--- src/rtl/uart_word_arbiter.sv ---
// uart_word_arbiter: round-robin arbiter sharing one 17-bit UART word sender.
// One word per frame; a watchdog flags a sender that never raises busy.
module uart_word_arbiter #(
   parameter int NUM_REQ     = 4,
   parameter int DATA_WIDTH  = 17,
   parameter int ACK_TIMEOUT = 8
) (
   input  logic                          clk_in,
   input  logic                          rst_n_in,
   input  logic [NUM_REQ-1:0]            req_valid_in,
   input  logic [NUM_REQ*DATA_WIDTH-1:0] req_data_in,
   output logic [NUM_REQ-1:0]            req_ack_out,
   output logic [DATA_WIDTH-1:0]         uart_data_out,
   output logic                          uart_trigger_out,
   input  logic                          uart_busy_in,
   output logic [NUM_REQ-1:0]            grant_out,
   output logic                          active_out,
   output logic                          timeout_err_out
);

   localparam int PW = (NUM_REQ > 1) ? $clog2(NUM_REQ) : 1;
   localparam int CW = $clog2(ACK_TIMEOUT + 1);
   localparam logic [NUM_REQ-1:0] ONE = NUM_REQ'(1);

   typedef enum logic [1:0] {
      IDLE,
      WAIT_BUSY,
      WAIT_DONE
   } state_t;

   state_t                 state;
   state_t                 state_nx;
   logic [PW-1:0]          last_ptr;
   logic [PW-1:0]          last_ptr_nx;
   logic [PW-1:0]          win;
   logic                   found;
   logic [CW-1:0]          wd_cnt;
   logic [CW-1:0]          wd_cnt_nx;
   logic [NUM_REQ-1:0]     grant_nx;
   logic [NUM_REQ-1:0]     ack_nx;
   logic                   trig_nx;
   logic                   err_nx;
   logic [DATA_WIDTH-1:0]  data_nx;
   logic [DATA_WIDTH-1:0]  words [NUM_REQ];

   for (genvar g = 0; g < NUM_REQ; g++) begin : g_words
      assign words[g] = req_data_in[g*DATA_WIDTH +: DATA_WIDTH];
   end

   // Search starts one past the last winner and wraps modulo NUM_REQ.
   always_comb begin : pick
      int idx;
      idx   = 0;
      win   = last_ptr;
      found = 1'b0;
      for (int k = 1; k <= NUM_REQ; k++) begin
         idx = (int'(last_ptr) + k) % NUM_REQ;
         if (!found && req_valid_in[PW'(idx)]) begin
            found = 1'b1;
            win   = PW'(idx);
         end
      end
   end

   always_comb begin
      state_nx    = state;
      last_ptr_nx = last_ptr;
      wd_cnt_nx   = wd_cnt;
      grant_nx    = grant_out;
      ack_nx      = '0;
      trig_nx     = 1'b0;
      err_nx      = timeout_err_out;
      data_nx     = uart_data_out;
      unique case (state)
         IDLE: begin
            if (found && !uart_busy_in) begin
               state_nx    = WAIT_BUSY;
               data_nx     = words[win];
               grant_nx    = ONE << win;
               ack_nx      = ONE << win;
               trig_nx     = 1'b1;
               last_ptr_nx = win;
               wd_cnt_nx   = '0;
            end
         end
         WAIT_BUSY: begin
            if (uart_busy_in) begin
               state_nx = WAIT_DONE;
            end else if (wd_cnt == CW'(ACK_TIMEOUT - 1)) begin
               // Word is dropped: the requester was already acked.
               wd_cnt_nx = wd_cnt + 1'b1;
               err_nx    = 1'b1;
               grant_nx  = '0;
               state_nx  = IDLE;
            end else begin
               wd_cnt_nx = wd_cnt + 1'b1;
            end
         end
         WAIT_DONE: begin
            if (!uart_busy_in) begin
               grant_nx = '0;
               state_nx = IDLE;
            end
         end
         default: state_nx = IDLE;
      endcase
   end

   always_ff @(posedge clk_in or negedge rst_n_in) begin
      if (!rst_n_in) begin
         state            <= IDLE;
         last_ptr         <= PW'(NUM_REQ - 1);
         wd_cnt           <= '0;
         grant_out        <= '0;
         req_ack_out      <= '0;
         uart_trigger_out <= 1'b0;
         timeout_err_out  <= 1'b0;
         uart_data_out    <= '0;
      end else begin
         state            <= state_nx;
         last_ptr         <= last_ptr_nx;
         wd_cnt           <= wd_cnt_nx;
         grant_out        <= grant_nx;
         req_ack_out      <= ack_nx;
         uart_trigger_out <= trig_nx;
         timeout_err_out  <= err_nx;
         uart_data_out    <= data_nx;
      end
   end

   assign active_out = (state != IDLE);

endmodule

--- config.mk ---
export PLATFORM = sky130hd
export DESIGN_NAME = uart_word_arbiter
export DESIGN_NICKNAME = d
export VERILOG_FILES = /design/src/rtl/uart_word_arbiter.sv
export SDC_FILE = /design/constraint.sdc
export NUM_CORES = 1
export LEC_CHECK = 0
export CORE_MARGIN = 8
export CORE_UTILIZATION = 57
export CTS_CLUSTER_DIAMETER = 100
export DETAILED_ROUTE_END_ITERATION = 10
export DONT_BUFFER_PORTS = 1
export HOLD_SLACK_MARGIN = 0.06
export PLACE_DENSITY = 0.81
export SLEW_MARGIN = 20
export SYNTH_ARGS = -nofsm -noshare
export SYNTH_HDL_FRONTEND = slang
export SYNTH_SLANG_ARGS = --single-unit
--- constraint.sdc ---
create_clock -name clk_in -period 2 [get_ports clk_in]
set_input_delay 0.4 -clock clk_in [delete_from_list [all_inputs] [get_ports clk_in]]
set_output_delay 0.4 -clock clk_in [all_outputs]
set_load 0.05 [all_outputs]
==> After elaboration in Yosys (flattened, before gate mapping) <==
Cells that the tools add are included.
{ "classes": {"add_sub_neg": 5, "magnitude_cmp": 5, "n_eq_ne": 8, "shifts": 1, "mux": 40, "n_bitwise": 2, "n_reduce_logical": 17} }
{ "op_table": {"columns": ["op", "count"], "rows": [
  ["binary-select mux 17 bit (select 2 bit)", 1],
  ["2-to-1 mux 17 bit", 2],
  ["2-to-1 mux 4 bit", 8],
  ["< comparator 2 x 4 -> 1 bit (second input constant)", 4],
  ["2-to-1 mux 2 bit", 8],
  ["2-to-1 mux 1 bit", 14],
  ["case mux 4 bit (3 select lines)", 1],
  ["AND reduction 3 bit", 3],
  ["binary-select mux 1 bit (select 2 bit)", 4],
  ["inequality test 2 bit (second input constant)", 4],
  ["case mux 4 bit (2 select lines)", 1],
  ["case mux 2 bit (3 select lines)", 1],
  ["AND reduction 5 bit", 1],
  ["adder 2 x 1 -> 2 bit (second input constant)", 2],
  ["adder 2 bit (second input constant)", 2],
  ["adder 4 x 1 -> 4 bit (second input constant)", 1],
  ["== test 4 x 3 -> 1 bit (second input constant)", 1],
  ["logical AND 1 bit", 4],
  ["logical NOT 1 bit", 4],
  ["nonzero test 2 bit", 2],
  ["left shift 1 x 2 -> 4 bit (first input constant)", 1],
  ["greater-or-equal comparator 3 bit (second input constant)", 1],
  ["inequality test 3 bit (second input constant)", 1],
  ["NOT 2 -> 3 bit", 1],
  ["other kinds (6)", 6]
]} }
{ "word_totals": {"register_bits": 35, "input_bits": 75, "out_inout_bits": 28, "elab_cells": 86} }

==> Longest topological paths before layout <==
Gate-level depths: netlist of run 1.
{ "depth": {"word_depth": 18, "mapped_depth": 8, "depth_no_buf": 7} }

==> Worst setup path after synthesis of run 1 <==
OpenSTA, ideal clock, no wires.
{ "synth_path": {"path_type": "reg2reg", "from": "register last_ptr[1]", "to": "register uart_data_out[0]", "setup_ps": 130, "arrival_ps": 1684, "required_ps": 1870, "slack_ps": 186, "path_stages_with_launch": 7, "path_buffers": 2, "period_less_slack_ps": 1814, "path_cell_list": "dfstp_2 -> buf_2 -> nor3b_4 -> buf_2 -> nor3b_1 -> a211oi_1 -> o31ai_1"} }
{ "synth_between": {"elab_chain_len": 18, "word_cells_on_any_way": 36} }
{ "synth_lines": {"columns": ["item", "line", "rtl"], "rows": [
  ["start: declaration", "33", "logic [PW-1:0] last_ptr;"],
  ["start signal: assignment", "112", "last_ptr <= PW'(NUM_REQ - 1);"],
  ["start signal: assignment", "121", "last_ptr <= last_ptr_nx;"],
  ["adder 2 x 1 -> 2 bit", "57", "idx = (int'(last_ptr) + k) % NUM_REQ;"],
  ["binary-select mux 1 bit (select 2 bit)", "58", "if (!found && req_valid_in[PW'(idx)]) begin"],
  ["2-to-1 mux 1 bit (not written as such) (2 in a row)", "58", null],
  ["2-to-1 mux 1 bit", "58", null],
  ["logical NOT 1 bit", "58", null],
  ["logical AND 1 bit", "58", null],
  ["2-to-1 mux 1 bit", "58", null],
  ["logical NOT 1 bit", "58", null],
  ["logical AND 1 bit", "58", null],
  ["2-to-1 mux 1 bit", "58", null],
  ["logical NOT 1 bit", "58", null],
  ["logical AND 1 bit", "58", null],
  ["2-to-1 mux 2 bit", "58", null],
  ["NOT 2 -> 3 bit (not written as such)", "78", "data_nx = words[win];"],
  ["binary-select mux 17 bit (select 2 bit)", "78", null],
  ["2-to-1 mux 17 bit (not written as such) (2 in a row)", "78", null],
  ["end signal: assignment", "127", "uart_data_out <= data_nx;"],
  ["end: declaration", "13", "output logic [DATA_WIDTH-1:0] uart_data_out,"]
]} }
Parallel ways exist; a longest one is shown, timed or not. The select of a mux whose other input is x is not followed.
A chain may end at the register's enable or synchronous reset.

==> Worst setup path after layout of run 1 <==
{ "layout_path": {"from": "register last_ptr[1]", "to": "register uart_data_out[8]"} }
The elaborated chain is that of the path after synthesis.

==> metrics.yaml, run 1 <==
htreeDepth: 2
drv_slew: 0
finalCritPeriodShare_pct: 93.1
path_class: "flop to flop"
fin_tns_setup_ns: 0
critical_path.slowest_cell: "dfstp_2"
syn_area_per_cell_sq_um: 9.66
syn-cell-area_sq_um: 2240
grt_usage_pct: 20.9
grt_pass1_wl_mm: 10.4
num_antenna_cells: 0
cts-buffers-inserted: 5
io_buffers: 0
synth_top_area_share_pct: 36.9
synth-seq-area-share_pct: 39.2
cts_root_buf: "clkbuf_8"
insertion_delay_ns: 0.29
end_kind: "flop"
vias: 1993
die_area_sq_um: 6190
crit_fanout: 21
syn_to_final_growth_pct: 10.2
synthArstFlopShare_pct: 100
ys_warn_count: 0
final.setup_skew_ns: 0.00487
first_pass_iters: 4
grt_start_max_net_pins: 36
post-route-drc-count: 0
rsz0062_at_grt: "no"
max_clock_freq_mhz: 537
max_cap_viol_count: 0
wl_per_cell_microns: 23.1
final_hold_viol_count: 0
p_leak_nw: 0.952
syn-num-nets: 311
num_rows: 22
crit_required_ns: 2.19
die-width_microns: 78.7
worst_pin_slew_ns: 0.634
initial_core_util_pct: 60.3
status: "complete, no violations"
io_pins: 103
routed_wl_mm: 6.63
stdcell_count: 287
synth.distinct_cells: 41
slew_headroom_pct: 57.7
ctsLongestPathBuffers: 2
postLayoutCoreUtil_pct: 66.5
cts_num_sinks: 35
die_h_microns: 78.7
coreArea_sq_um: 3720
drt_first_iter_violations: 114
ant_nets: 0
antenna_found_initial: 0
drive_gt1_share_pct: 17.2
crit_arrival_ns: 2.05
final_cell_mix: "o31ai_1 (35), dfrtp_1 (33), nand2_1 (28), a211oi_1 (18)"
startpoint_type: "flop"
yosysTopAreaCell: "dfrtp_1"
vdd_drop_max_mv: 0.724
path_cells: "nor3b_4 > buf_4 > or2_4 > a211oi_1 > o31ai_1"
synth_area_leaders: "dfrtp_1 (37%), o31ai_1 (12%), o32ai_1 (6.6%)"
synth_ff_type: "dfrtp_1"
cp_slowest_stage_delay_ns: 0.67
fin_nets: 317
netlist_instances: 232
grt_pass1_vias: 2004
final_common_cell: "o31ai_1"
clkTransAtPathRegs_ns: 0.07
dp.cells: 273
min_period_ns: 1.86
tritoncts: "built"
setup_violations: 0
min_path_type: "input port to flop"
ys_ff_latch: 35
power.density_nw_per_um2: 1830
grt_remaining_overflow: 0
synth_edf_count: 0
gp_congestion: 0.792
reg2reg_setup_slack_ns: 0.14
post_drt_via_cell_ratio: 6.94
dp_hpwl_mm: 4.57
## critical path, delay by kind of cell, from the launching register on
kind / cells / cell delay [ns]
AOI/OAI and AO/OA: 2 / 0.38
buffers and inverters: 1 / 0.17
DFF: 1 / 0.67
and+or+nand+nor: 2 / 0.54
## synth_stat cells (all sizes together), types with 2 or more instances
master / number
o31ai: 37
dfrtp: 33
nand2: 28
a211oi: 18
nor3b: 18
o32ai: 17
nor2: 13
buf: 12
clkbuf: 7
inv: 7
o21ai: 6
a21oi: 4
ha: 4
nor3: 3
or2: 3
dfstp: 2
nand2b: 2
nand3: 2
nor2b: 2
o41ai: 2
xor2: 2
## flip-flops by register name, summed over array words and instances (netlist names)
register / count
uart_data_out: 17
req_ack_out: 4
uart_trigger_out: 1
last_ptr: 2
grant_out: 4
state: 2
wd_cnt: 4
timeout_err_out: 1
## metrics by stage
step | hold WS, ns | power (W) | instance area (sq um) | setup slack, ns
after floorplan | 0.104 | 0.00344 | 2240 | 0.186
after detailed placement | 0.105 | 0.00384 | 2280 | -0.0937
final | 0.245 | 0.00453 | 2470 | 0.139
after global placement | 0.105 | 0.00379 | 2280 | -0.0170
after global routing | 0.239 | 0.00479 | 2470 | 0.00319
after CTS | 0.242 | 0.00447 | 2430 | 0.0523
## area by class of cell
type	instances	area [sq um]
Fill cell	321	1250
Clock buffer	8	100
Inverter	7	30.0
Multi-Input combinational cell	172	1240
Tap cell	48	60.1
Sequential cell	35	878
Timing Repair Buffer	17	159
## metal layers
metal | GRT usage [%] | share of wire [%] | vias to the layer above
li1 | - | - | 917
met1 | 24.3 | 39 | 979
met2 | 34.5 | 50 | 88
met3 | 8.67 | 9.8 | 9
met4 | 6.11 | 1.4 | 0
met5 | 0 | 0 | -
## path summary, 6_finish.rpt
check / start / endpoint / cells after the start
max: last_ptr[1] / uart_data_out[8] / 5
min: uart_busy_in / state[1] / 2
max reg2reg: last_ptr[1] / uart_data_out[8] / 5
min reg2reg: state[0] / state[0] / 1
max in group asynchronous: rst_n_in / last_ptr[0] / 2
min in group asynchronous: rst_n_in / state[1] / 2
## where the power goes
part	switching, W	internal (W)
clock	0.000251	0.000314
combinational	0.00121	0.000737
sequential	0.00103	0.000990
## timing repair
action	in CTS	in global routing
endpoints found under the setup margin	17	21
hold endpoints to repair	35	0
pin swaps	1	0
gates resized for setup	1	5
hold buffers	2	0
gates cloned	1	0
buffers inserted	1	2
## kinds of logic after synthesis
family	Yosys count	synth area share, %
AO/OA/AOI/OAI	91	33.1
AND/OR/NAND/NOR	74	18.1
buffers and inverters	26	6.64
adder cells (fa/ha/maj)	4	2.23
XOR/XNOR	2	0.782
flip-flops	35	39.2
Note: power is estimated with default switching activity, not from simulation.
==> inputs of run 2 (changes only) <==
==> constraint.sdc (replaced) <==
create_clock -name clk_in -period 2 [get_ports clk_in]
set_input_delay 0.1 -clock clk_in [delete_from_list [all_inputs] [get_ports clk_in]]
set_output_delay 0.1 -clock clk_in [all_outputs]
set_load 0.05 [all_outputs]
==> run 2 against run 1 <==
  * Hold slack got worse by 0.19 ns
  * Combinational power is 4% higher
  * Largest cell class unchanged
  * Critical endpoint is now uart_data_out[6]
  * Non-clock buffer count grew 19
  * Critical path type unchanged
  * Design area grew 7.2%
  * Sequential cell count unchanged
  * Critical path depth grew 2
  * Sequential power is essentially flat
  * Via count grew 4.1%
  * Register-to-register slack got worse by 0.09 ns
==> metrics.yaml, run 2 (synthesis results as in run 1) <==
io_pins: 103  # unchanged
num_rows: 22  # unchanged
tritoncts: "built"
num_antenna_cells: 0  # unchanged
drv_slew: 0  # unchanged
syn_to_final_growth_pct: 18.2
vdd_drop_max_mv: 0.802  # +11%
cts-buffers-inserted: 5  # unchanged
post-route-drc-count: 0  # unchanged
rsz0062_at_grt: "yes"
max_cap_viol_count: 0  # unchanged
startpoint_type: "flop"
final_hold_viol_count: 0  # unchanged
antenna_found_initial: 0  # unchanged
grt_usage_pct: 21.1  # +0.15 points
status: "complete, no violations"
finalCritPeriodShare_pct: 97.6  # +4.5 points
cts_root_buf: "clkbuf_8"
worst_pin_slew_ns: 0.590  # -0.0444 ns
nFillCells: 270  # -16%
grt_pass1_wl_mm: 10.4  # +0.47%
crit_fanout: 17  # -19%
crit_required_ns: 2.18  # about the same
ctsLongestPathBuffers: 2  # unchanged
stdcell_count: 306  # +6.6%
min_path_type: "input port to flop"
die_area_sq_um: 6190  # unchanged
final.setup_skew_ns: 0.00463  # -0.000242 ns
post_drt_via_cell_ratio: 6.78  # -2.4%
max_clock_freq_mhz: 512  # -4.6%
htreeDepth: 2  # unchanged
fin_nets: 336  # +6.0%
routed_wl_mm: 6.99  # +5.4%
wl_per_cell_microns: 22.8  # -1.2%
min_period_ns: 1.95  # +0.0906 ns
final_common_cell: "o31ai_1"
reg2reg_setup_slack_ns: 0.05  # -0.09 ns
postLayoutCoreUtil_pct: 71.3  # +4.8 points
vias: 2075  # +4.1%
grt_start_max_net_pins: 37  # +2.8%
drive_gt1_share_pct: 15.5  # -1.7 points
initial_core_util_pct: 60.3  # unchanged
top_register: "uart_data_out"
final_cell_mix: "o31ai_1 (35), dfrtp_1 (33), nand2_1 (28), dlygate4sd3_1 (20), a211oi_1 (18)"
clkTransAtPathRegs_ns: 0.07  # about the same
end_kind: "flop"
first_pass_iters: 4  # unchanged
grt_remaining_overflow: 0  # unchanged
gp_congestion: 0.781  # -1.4%
power.density_nw_per_um2: 1740  # -5.3%
setup_violations: 0  # unchanged
io_buffers: 0  # unchanged
slew_headroom_pct: 60.3  # +2.7 points
dp_hpwl_mm: 4.52  # -0.91%
grt_pass1_vias: 2023  # +0.95%
die-width_microns: 78.7  # unchanged
largest_reg_flops: 17  # unchanged
holdWs_ns: 0.0596  # -0.185 ns
p_leak_nw: 1.03  # +8.7%
coreArea_sq_um: 3720  # unchanged
dp.cells: 273  # unchanged
cts_num_sinks: 35  # unchanged
drt_first_iter_violations: 179  # +57%
path_class: "flop to flop"
crit_arrival_ns: 2.13  # +0.08 ns
dpl-instance-area_sq_um: 2270  # -0.55%
insertion_delay_ns: 0.30  # about the same
die_h_microns: 78.7  # unchanged
ant_nets: 0  # unchanged
final_cell_area_sq_um: 2650  # +7.2%
run 2: changes by cell type in the layout (fill, tap and decap cells not counted):
cell           previous run  this run
o311ai_2                  1         0
buf_6                     1         0
clkbuf_1                  1         0
buf_4                    13        14
dlygate4sd3_1             1        20
o311ai_1                  0         1
inv_1                     6         7
run 2: where the power goes:
| part | internal (W) | leakage (nW) | switching (W) |
|---|---|---|---|
| registers | 0.000988 | 0.447 | 0.00102 |
| clock network | 0.000313 | 0.0505 | 0.000272 |
| logic | 0.000779 | 0.537 | 0.00123 |
| total | 0.00208 | 1.03 | 0.00252 |
run 2: worst max-delay path, stage by stage (launching register included):
cell	delay, ns
dfstp_2	0.53
buf_4	0.16
nor2b_2	0.07
a21o_1	0.19
a221o_1	0.30
buf_4	0.21
o31ai_1	0.26
o31ai_1	0.10
run 2: layout make-up:
type	count	area, sq um	area share, %
clock buffer	7	96.3	3.64
clock inverter	1	7.51	0.283
inverter	7	26.3	0.992
multi-input combinational	172	1230	46.6
sequential	35	878	33.2
tap	48	60.1	2.27
timing repair buffer	36	345	13.0
run 2: what timing repair did:
| item | CTS | global route |
|---|---|---|
| hold endpoints to repair | 54 | 1 |
| setup buffers | 0 | 3 |
| hold buffers | 20 | 1 |
| endpoints found under the setup margin | 0 | 17 |
| resized for setup | 0 | 3 |
run 2: layer usage:
| metal | wire, microns | track usage, % |
|---|---|---|
| met1 | 2660 | 22.8 |
| met2 | 3520 | 35.9 |
| met3 | 721 | 9.57 |
| met5 | 0 | 0 |
| met4 | 87 | 6.85 |
run 2: path summary, 6_finish.rpt:
kind | startpoint | to | cells past startpoint
worst max register to register | last_ptr[0] | uart_data_out[6] | 7
worst min-delay path | req_data_in[11] | uart_data_out[11] | 2
worst max-delay path | last_ptr[0] | uart_data_out[6] | 7
max in group asynchronous | rst_n_in | last_ptr[1] | 2
worst min register to register | state[0] | state[0] | 1
min in group asynchronous | rst_n_in | uart_data_out[9] | 2
run 2: per-stage QoR:
| step | power, W | worst slack [ns] | setup TNS, ns |
|---|---|---|---|
| floorplan | 0.00344 | 0.186 | 0 |
| global placement | 0.00377 | 0.108 | 0 |
| CTS | 0.00444 | 0.00199 | 0 |
| detailed placement | 0.00381 | 0.0139 | 0 |
| global route | 0.00485 | -0.0310 | -0.0910 |
| finish | 0.00460 | 0.0481 | 0 |
==> inputs of run 3 (changes only) <==
--- a/config.mk
+++ b/config.mk
@@ -5,13 +5,14 @@
 export SDC_FILE = /design/constraint.sdc
 export NUM_CORES = 1
 export LEC_CHECK = 0
+export BUFFER_PORTS_ARGS = -buffer_cell sky130_fd_sc_hd__clkbuf_2
 export CORE_MARGIN = 8
-export CORE_UTILIZATION = 57
+export CORE_UTILIZATION = 43
 export CTS_CLUSTER_DIAMETER = 100
 export DETAILED_ROUTE_END_ITERATION = 10
-export DONT_BUFFER_PORTS = 1
 export HOLD_SLACK_MARGIN = 0.06
-export PLACE_DENSITY = 0.81
+export PLACE_DENSITY = 0.83
+export REMOVE_ABC_BUFFERS = 1
 export SLEW_MARGIN = 20
 export SYNTH_ARGS = -nofsm -noshare
 export SYNTH_HDL_FRONTEND = slang
==> run 3 against run 2 <==
  * Core utilization shrank 13 points
  * Critical path depth shrank 1
  * Non-clock buffer count grew 83
  * Sequential share of layout area shrank 3.4 points
  * Power grew 3.8%
  * Sequential cell count is the same
  * First-iteration DRC count shrank 28%
  * Setup slack gained 0.069 ns
  * Critical path type unchanged
  * Highest routed layer unchanged
==> metrics.yaml, run 3 (synthesis results as in run 1) <==
status: "complete, no violations"
cts_root_buf: "clkbuf_8"
regToRegStartpoint: "last_ptr[0]"
comb_power_share_pct: 64.2  # +21 points
min_period_ns: 1.88  # -0.0691 ns
reg2reg_setup_slack_ns: 0.12  # +0.07 ns
grt_remaining_overflow: 0  # unchanged
crit_required_ns: 2.18  # about the same
largest_reg_flops: 17  # unchanged
grt_pass1_wl_mm: 11.3  # +8.4%
num_antenna_cells: 0  # unchanged
drive_gt1_share_pct: 40.9  # +25 points
insertion_delay_ns: 0.29  # about the same
post_drt_via_cell_ratio: 5.73  # -16%
power_frac_clock_pct: 10.5  # -2.2 points
wl_per_cell_microns: 17.7  # -22%
hp-start: "req_data_in[42]"
clkTransAtPathRegs_ns: 0.07  # about the same
cts-buffers-inserted: 5  # unchanged
first_pass_iters: 4  # unchanged
setup_violations: 0  # unchanged
path_class: "flop to flop"
gp_congestion: 0.852  # +9.1%
grt_start_max_net_pins: 37  # unchanged
max_cap_viol_count: 0  # unchanged
crit_arrival_ns: 2.06  # -0.07 ns
worst_pin_slew_ns: 0.847  # +0.258 ns
worst_r2r_endpoint: "uart_data_out[0]"
final.setup_skew_ns: 0.00788  # +0.00325 ns
num_rows: 26  # +18%
final_cell_mix: "clkbuf_2 (102), o31ai_1 (37), dfrtp_1 (33), nand2_1 (28), a211oi_1 (18)"
ff2ff_path_depth: 6  # -1
min_path_type: "input port to flop"
dp_hpwl_mm: 5.17  # +14%
io_pins: 103  # unchanged
vdd_drop_max_mv: 0.760  # -5.3%
final_common_cell: "clkbuf_2"
hold_depth: 3  # +1
vias: 2360  # +14%
power.density_nw_per_um2: 1620  # -6.8%
fin_tns_setup_ns: 0  # unchanged
seq_power_share_pct: 25.2  # -19 points
grt_pass1_vias: 2456  # +21%
ctsLongestPathBuffers: 2  # unchanged
rsz0062_at_grt: "no"
fin_nets: 420  # +25%
slew_headroom_pct: 43.5  # -17 points
syn_to_final_growth_pct: 31.7
drt_first_iter_violations: 128  # -28%
crit_start: "last_ptr[0]"
p_sw_w: 0.00260  # +3.3%
p_leak_nw: 1.36  # +32%
die_area_sq_um: 7780  # +26%
final_hold_viol_count: 0  # unchanged
initial_core_util_pct: 44.2  # -16 points
grt_usage_pct: 18.4  # -2.7 points
max_clock_freq_mhz: 531  # +3.7%
power.internal_w: 0.00217  # +4.5%
ant_nets: 0  # unchanged
die-width_microns: 88.2  # +12%
switching_share_pct: 54.5  # -0.30 points
io_buffers: 102  # +102
post-route-drc-count: 0  # unchanged
startpoint_type: "flop"
antenna_found_initial: 0  # unchanged
finalCritPeriodShare_pct: 94.1  # -3.5 points
holdWs_ns: 0.106  # +0.0468 ns
tritoncts: "built"
routed_wl_mm: 7.31  # +4.6%
cts_num_sinks: 35  # unchanged
top_register: "uart_data_out"
htreeDepth: 2  # unchanged
die_h_microns: 88.2  # +12%
hold_path_end: "uart_data_out[8]"
end_kind: "flop"
coreArea_sq_um: 5070  # +37%
drv_slew: 0  # unchanged
crit_fanout: 19  # +2
==> run 3: critical path, stage by stage (launching register included) <==
cell and delay, ns:
dfstp_2 0.56, nand2b_2 0.16, a21oi_4 0.09, buf_4 0.22
or2_4 0.33, a211oi_1 0.29, o31ai_1 0.11
==> run 3: worst max path at each step <==
stage | endpoint | slack (ns) | cells after the start
4_1_cts | uart_data_out[14] | 0.02 | 5
3_5_place_dp | uart_data_out[14] | 0.005 | 5
5_1_grt | uart_data_out[12] | 0.03 | 6
2_1_floorplan | uart_data_out[0] | 0.05 | 4
6_report | uart_data_out[0] | 0.12 | 6
3_3_place_gp | uart_data_out[6] | 0.12 | 5
==> run 3: final cells by class <==
type                       count  area (sq um)
clock buffer                   7          76.3
clock inverter                 1          5.00
fill                         509          2120
inverter                       7          30.0
multi-input combinational    173          1230
sequential                    35           878
tap                           70          87.6
timing repair buffer         119           641
==> run 3: power by group through the flow <==
stage	combinational [W]	sequential [W]	clock [W]
after floorplan	0.00128	0.00196	0
after global placement	0.00291	0.00120	0
after detailed placement	0.00296	0.00121	0
after CTS	0.00296	0.00120	0.000507
after global routing	0.00329	0.00124	0.000533
final	0.00307	0.00121	0.000504
==> run 3: what timing repair did <==
item	in CTS	in global routing
hold buffers	1	0
resized for setup	0	3
hold endpoints to repair	33	0
setup endpoints to repair	0	17
setup buffers	0	2
==> run 3: layer usage <==
layer	vias to the layer above	track usage (%)	share of wire, %
li1	1128	-	-
met1	1117	21.7	41
met2	104	30.5	48
met3	11	6.57	8.5
met4	0	4.92	2.0
met5	-	0	0
==> run 3: stage by stage <==
stage | instance area [sq um] | power (W) | util [%] | setup WS (ns) | cells
2_1_floorplan | 2120 | 0.00325 | - | 0.0530 | 213
3_3_place_gp | 2820 | 0.00411 | 55.6 | 0.119 | 399
3_5_place_dp | 2820 | 0.00417 | 55.6 | 0.00525 | 399
4_1_cts | 2910 | 0.00467 | 57.4 | 0.0202 | 408
5_1_grt | 2950 | 0.00506 | 58.2 | 0.0325 | 412
6_report | 2950 | 0.00478 | 58.2 | 0.117 | 412
